### src/rtl/alu_pkg.sv
// Shared opcodes, FSM state type, flag bit indices and the per-opcode
// flag write mask for alu_arbiter.
package alu_pkg;

    localparam logic [3:0] OP_ADD = 4'h0;
    localparam logic [3:0] OP_SUB = 4'h1;
    localparam logic [3:0] OP_AND = 4'h2;
    localparam logic [3:0] OP_XOR = 4'h3;
    localparam logic [3:0] OP_SLL = 4'h4;
    localparam logic [3:0] OP_SRA = 4'h5;
    localparam logic [3:0] OP_ROR = 4'h6;
    localparam logic [3:0] OP_OR  = 4'h7;
    localparam logic [3:0] OP_NOT = 4'h8;
    localparam logic [3:0] OP_MOV = 4'h9;
    localparam logic [3:0] OP_HLT = 4'hF;

    localparam int FLAG_N = 2;
    localparam int FLAG_V = 1;
    localparam int FLAG_Z = 0;

    typedef enum logic [1:0] {
        ST_IDLE,
        ST_EXEC,
        ST_RESP
    } arb_state_e;

    // {N,V,Z} bits an opcode is allowed to produce and to write back.
    function automatic logic [2:0] flag_mask(input logic [3:0] op);
        logic [2:0] mask;
        mask = '0;
        case (op)
            OP_ADD, OP_SUB:                 mask = 3'b111;
            OP_XOR, OP_SLL, OP_SRA, OP_ROR: mask = 3'b001;
            default:                        mask = 3'b000;
        endcase
        return mask;
    endfunction

endpackage

### src/rtl/alu_arbiter_arb2.sv
// Two-input grant logic: fixed priority (port 0 wins) by default,
// round-robin with a last-granted pointer when ALU_ARB_RR_EN is defined.
module arb2 (
    input  logic       clk,
    input  logic       rst_n,
    input  logic [1:0] valid,
    input  logic       advance,
    output logic [1:0] grant
);

`ifdef ALU_ARB_RR_EN
    logic last_q;

    always_comb begin
        grant = valid;
        if (valid == 2'b11) begin
            grant = last_q ? 2'b01 : 2'b10;
        end
    end

    // Reset value means "port 1 granted last", so port 0 wins the first tie.
    always_ff @(posedge clk or negedge rst_n) begin
        if (!rst_n) begin
            last_q <= 1'b1;
        end else if (advance && (valid != 2'b00)) begin
            last_q <= grant[1];
        end
    end
`else
    logic unused_ports;

    always_comb begin
        grant = '0;
        if (valid[0]) begin
            grant = 2'b01;
        end else if (valid[1]) begin
            grant = 2'b10;
        end
    end

    assign unused_ports = ^{clk, rst_n, advance};
`endif

endmodule

### src/rtl/alu_arbiter.sv
// Shares one combinational ALU between port 0 (execute) and port 1 (debug).
// Arbitration mode selected by ALU_ARB_RR_EN (round-robin) vs fixed priority.
module alu_arbiter
    import alu_pkg::*;
#(
    parameter int DW  = 16,
    parameter int OPW = 4
) (
    input  logic           clk,
    input  logic           rst_n,

    input  logic           req0_valid,
    output logic           req0_ready,
    input  logic [OPW-1:0] req0_op,
    input  logic [DW-1:0]  req0_a,
    input  logic [DW-1:0]  req0_b,
    output logic           resp0_valid,
    input  logic           resp0_ready,

    input  logic           req1_valid,
    output logic           req1_ready,
    input  logic [OPW-1:0] req1_op,
    input  logic [DW-1:0]  req1_a,
    input  logic [DW-1:0]  req1_b,
    output logic           resp1_valid,
    input  logic           resp1_ready,

    output logic [DW-1:0]  resp_data,
    output logic [2:0]     resp_flags,

    output logic [OPW-1:0] alu_op,
    output logic [DW-1:0]  alu_in1,
    output logic [DW-1:0]  alu_in2,
    input  logic [DW-1:0]  alu_out,
    input  logic [2:0]     alu_flags,

    output logic [2:0]     flags_q
);

    arb_state_e     state, state_next;
    logic [OPW-1:0] op_q;
    logic [DW-1:0]  a_q;
    logic [DW-1:0]  b_q;
    logic           grant_q;
    logic [1:0]     grant;
    logic           accept;
    logic           in_idle;
    logic [2:0]     mask;
    logic [2:0]     flags_calc;
    logic           alu_z_unused;

    assign in_idle = (state == ST_IDLE);

    arb2 u_arb2 (
        .clk     (clk),
        .rst_n   (rst_n),
        .valid   ({req1_valid, req0_valid}),
        .advance (in_idle),
        .grant   (grant)
    );

    always_ff @(posedge clk or negedge rst_n) begin
        if (!rst_n) begin
            state <= ST_IDLE;
        end else begin
            state <= state_next;
        end
    end

    always_comb begin
        state_next  = state;
        accept      = 1'b0;
        req0_ready  = 1'b0;
        req1_ready  = 1'b0;
        resp0_valid = 1'b0;
        resp1_valid = 1'b0;
        case (state)
            ST_IDLE: begin
                if (req0_valid || req1_valid) begin
                    accept     = 1'b1;
                    req0_ready = grant[0];
                    req1_ready = grant[1];
                    state_next = ST_EXEC;
                end
            end
            ST_EXEC: begin
                state_next = ST_RESP;
            end
            ST_RESP: begin
                resp0_valid = ~grant_q;
                resp1_valid = grant_q;
                if (grant_q ? resp1_ready : resp0_ready) begin
                    state_next = ST_IDLE;
                end
            end
            default: begin
                state_next = ST_IDLE;
            end
        endcase
    end

    assign alu_op  = op_q;
    assign alu_in1 = a_q;
    assign alu_in2 = b_q;

    // Z is derived from alu_out here; the ALU's own Z bit is not used.
    assign alu_z_unused = alu_flags[FLAG_Z];
    assign mask         = flag_mask(op_q);
    assign flags_calc   = mask & {alu_flags[FLAG_N], alu_flags[FLAG_V], (alu_out == '0)};

    always_ff @(posedge clk or negedge rst_n) begin
        if (!rst_n) begin
            op_q       <= '0;
            a_q        <= '0;
            b_q        <= '0;
            grant_q    <= 1'b0;
            resp_data  <= '0;
            resp_flags <= '0;
            flags_q    <= '0;
        end else begin
            if (accept) begin
                grant_q <= grant[1];
                op_q    <= grant[1] ? req1_op : req0_op;
                a_q     <= grant[1] ? req1_a  : req0_a;
                b_q     <= grant[1] ? req1_b  : req0_b;
            end
            if (state == ST_EXEC) begin
                resp_data  <= alu_out;
                resp_flags <= flags_calc;
                if (!grant_q) begin
                    flags_q <= (flags_q & ~mask) | (flags_calc & mask);
                end
            end
        end
    end

endmodule

### config.mk
export PLATFORM = sky130hd
export DESIGN_NAME = alu_arbiter
export DESIGN_NICKNAME = d
export VERILOG_FILES = /design/src/rtl/alu_pkg.sv /design/src/rtl/alu_arbiter_arb2.sv /design/src/rtl/alu_arbiter.sv
export SDC_FILE = /design/constraint.sdc
export NUM_CORES = 1
export LEC_CHECK = 0
export CAP_MARGIN = 20
export CORE_MARGIN = 10
export CORE_UTILIZATION = 39
export CTS_CLUSTER_DIAMETER = 30
export CTS_CLUSTER_SIZE = 28
export DETAILED_ROUTE_END_ITERATION = 8
export HOLD_SLACK_MARGIN = 0.05
export PLACE_DENSITY = 0.8
export SYNTH_ARGS = -nofsm -noshare
export SYNTH_HDL_FRONTEND = slang
export SYNTH_HIERARCHICAL = 1
export SYNTH_SLANG_ARGS = --single-unit
export TNS_END_PERCENT = 1
### constraint.sdc
create_clock -name clk -period 1.6 [get_ports clk]
set_input_delay 0.48 -clock clk [delete_from_list [all_inputs] [get_ports clk]]
set_output_delay 0.48 -clock clk [all_outputs]
set_load 0.01 [all_outputs]
==> metrics.txt <==
Syn Area/Cell=15.5 sq um; Lkg Pwr=2.17 nW; final hold viol count=0; crit path from=req0_valid; Synth Area in XOR/XNOR=0.294%; crit share post-route=107%; CTS Hold Buffers Added=0; Setup Viol. Count Final=31; placed insts=452; critical path required time=1120 ps; Tmin final=1720 ps; register area share after synthesis=51.3%; DRT antenna net count=0; Routed met1 length=3.01 mm; setup slack after layout=-119 ps; DR WL met2=4.55 mm; Rel. slew slack=64.5%; worst-margin pin slew=532 ps; CP max stage delay=250 ps; main combinational cell family by area after synthesis=multiplexers; status=finished, violations left; compound-cell area share of the yosys netlist=2.06%; buffers added on ports=157; num ports=159; CP max FO=3; Die ar.=11500 sq um; Antenna Cells=0; GRT Resource Usage Total=14.8%; Row Count=31; clock root cell=clkbuf_8; met3 WL=718 um; Final Slew Violations=0; HPWL after DPL=6.73 mm; via/cell ratio=4.71; top sig layer=met4; Setup CP Type=input pin to output port; share of the synthesized area in the top cell type=51.3%; net switching power=2.56 mW; H-tree levels=3; vias=2204; failing checks=negative setup slack; Net Sw Frac=32.1%; fill count=557; vias in the first global route=2490; share of layout cells above drive strength 1=37.1%; async set-or-reset flop fraction in the synthesized netlist=100%; Layout Cells excl Fill=468; GRT overflow=0; most instantiated cells after synthesis=62 x mux2_2, 61 x dfrtp_1, 28 x mux2_4; clk buf depth=2; Pint=5.41 mW; CP Cell Sequence=clkdlybuf4s15_1, o21a_2, and2_1, buf_2; fmax=0.582 GHz; number of distinct library cells after synthesis=24; DR iter-0 viols=23; Worst-path clk slew=60 ps; Post-synth EDFFs=0; CP bufs+invs=2; final wirelength=8.42 mm; Overall Power=7.97 mW; setup tns final=-1340 ps; Synth area leader=dfrtp_1; r2r startpoint=state[1]$_DFFE_PN0P_; Die X=107 um; Worst Hold Class=input pin to async pin; PwrDens=1630 nW/um^2; Syn. warnings=6; area delta synth->final=64.3%; Clk pwr share=18.4%; Max IR drop VDD=743 uV; RSZ-0062 raised after global routing=true; CTS Buf Count=9; CTS tree=done; Cell Area, Synth=2970 sq um; critical path launch point type=input pin; Flop pwr share=33.8%; wire per inst=18.0 um; Initial Util=40.6%; CP Data Arrival Time=1240 ps; Simple-Gate Fraction of Synth Area=3.95%; max-cap check violation count=0; Slowest cell on crit path=o21a_2; Placement Setup Slack=-713 ps; core area=7330 sq um; Syn Nets=289; CP Capture Type=output port; count leader, synth=mux2_2; GP Congestion=0.750; CTS Sinks=61; Post-Synth Adder-Cell Area=0%; cell family with most CP delay=buffers and inverters; initial antenna violation count=0; global-route wire length before repair=13.5 mm; Syn Inst Count=192; Comb power frac=47.8%; most used flip-flop cell after synthesis=dfrtp_1; DRC=0; clk_skew=5.39 ps; Clock Latency Late Sink=330 ps; Nets=462; drt first pass iters=3; die height=107 um; largest net degree at the start of global routing=62; synthesized flop and latch total=61; mux cell area share after synthesis=38.7%; top cells by area, synth=dfrtp_1 51%, mux2_2 23%, mux2_4 14%
-- registers in the layout, indices dropped and copies added (netlist names), named ones only --
signal	count
alu_in1	16
resp_data	16
alu_in2	16
state	2
alu_op	4
resp_flags	3
grant_q	1
-- metrics by stage --
stage	cell area, sq um	util, %	hold WS (ps)
2_1_floorplan	2970	-	184
3_3_place_gp	4710	64.3	465
3_5_place_dp	4710	64.3	478
4_1_cts	4850	66.1	149
5_1_grt	4890	66.6	154
6_report	4890	66.6	143
-- area by class of cell --
| class | instances | area [sq um] | area share [%] |
|---|---|---|---|
| timing repair buffer | 173 | 1650 | 33.7 |
| sequential | 61 | 1530 | 31.2 |
| multi-input combinational | 118 | 1370 | 28.0 |
| clock buffer | 10 | 138 | 2.82 |
| tap | 99 | 124 | 2.54 |
| clock inverter | 5 | 75.1 | 1.54 |
| inverter | 2 | 7.51 | 0.154 |
-- power groups by stage --
stage / combinational (mW) / clock [mW] / sequential [mW]
after global routing: 4.11 / 1.58 / 2.82
after detailed placement: 4.30 / 0 / 2.76
after floorplan: 1.68 / 0 / 3.12
after global placement: 4.23 / 0 / 2.71
after CTS: 3.82 / 1.50 / 2.70
final: 3.81 / 1.47 / 2.70
-- routing by layer --
layer  global-route usage (%)  vias to the layer above
met1                     15.5                     1073
li1                         -                     1038
met5                        0                        -
met4                     5.90                        0
met2                     26.3                       81
met3                     5.51                       12
-- logic make-up after synthesis --
group	Yosys count
DFF	61
buffers and inverters	13
xor gates and xnor gates	1
AOI/OAI and AO/OA	7
and+or+nand+nor	17
muxes	93
-- worst paths after layout --
| path | end | slack [ps] | cells after the start |
|---|---|---|---|
| setup reg to reg | alu_in1[7]$_DFFE_PN0P_ | -50 | 4 |
| min in group clk | alu_in1[10]$_DFFE_PN0P_ | 480 | 1 |
| hold reg to reg | alu_in1[10]$_DFFE_PN0P_ | 480 | 1 |
| max in group asynchronous | alu_in1[7]$_DFFE_PN0P_ | 1190 | 2 |
| hold / removal | alu_op[0]$_DFFE_PN0P_ | 140 | 2 |
| setup / recovery | req1_ready | -120 | 4 |
-- layout by cell type (no fill, tap or decap), drive strengths merged --
| master | instances |
|---|---|
| buf | 21 |
| dlygate4sd2 | 59 |
| clkinv | 3 |
| nand4 | 1 |
| clkbuf | 10 |
| a211o | 1 |
| o21a | 1 |
| inv | 2 |
| dfrtp | 61 |
| o21ai | 2 |
| nor4 | 5 |
| mux2 | 92 |
| nand2b | 2 |
| clkdlybuf4s50 | 92 |
| mux2i | 1 |
| clkdlybuf4s15 | 1 |
| a22o | 2 |
| and2 | 2 |
| nand2 | 1 |
| xnor2 | 1 |
| a2111oi | 1 |
| nor2 | 4 |
| bufinv | 2 |
| nor2b | 1 |
| nor4b | 1 |
-- timing repair --
item / in CTS / in global routing
pin swaps: 1 / 2
gates resized for setup: 78 / 9
buffers inserted: 1 / 0
setup endpoints to repair: 99 / 43
Power figures use the tool's default switching activity.
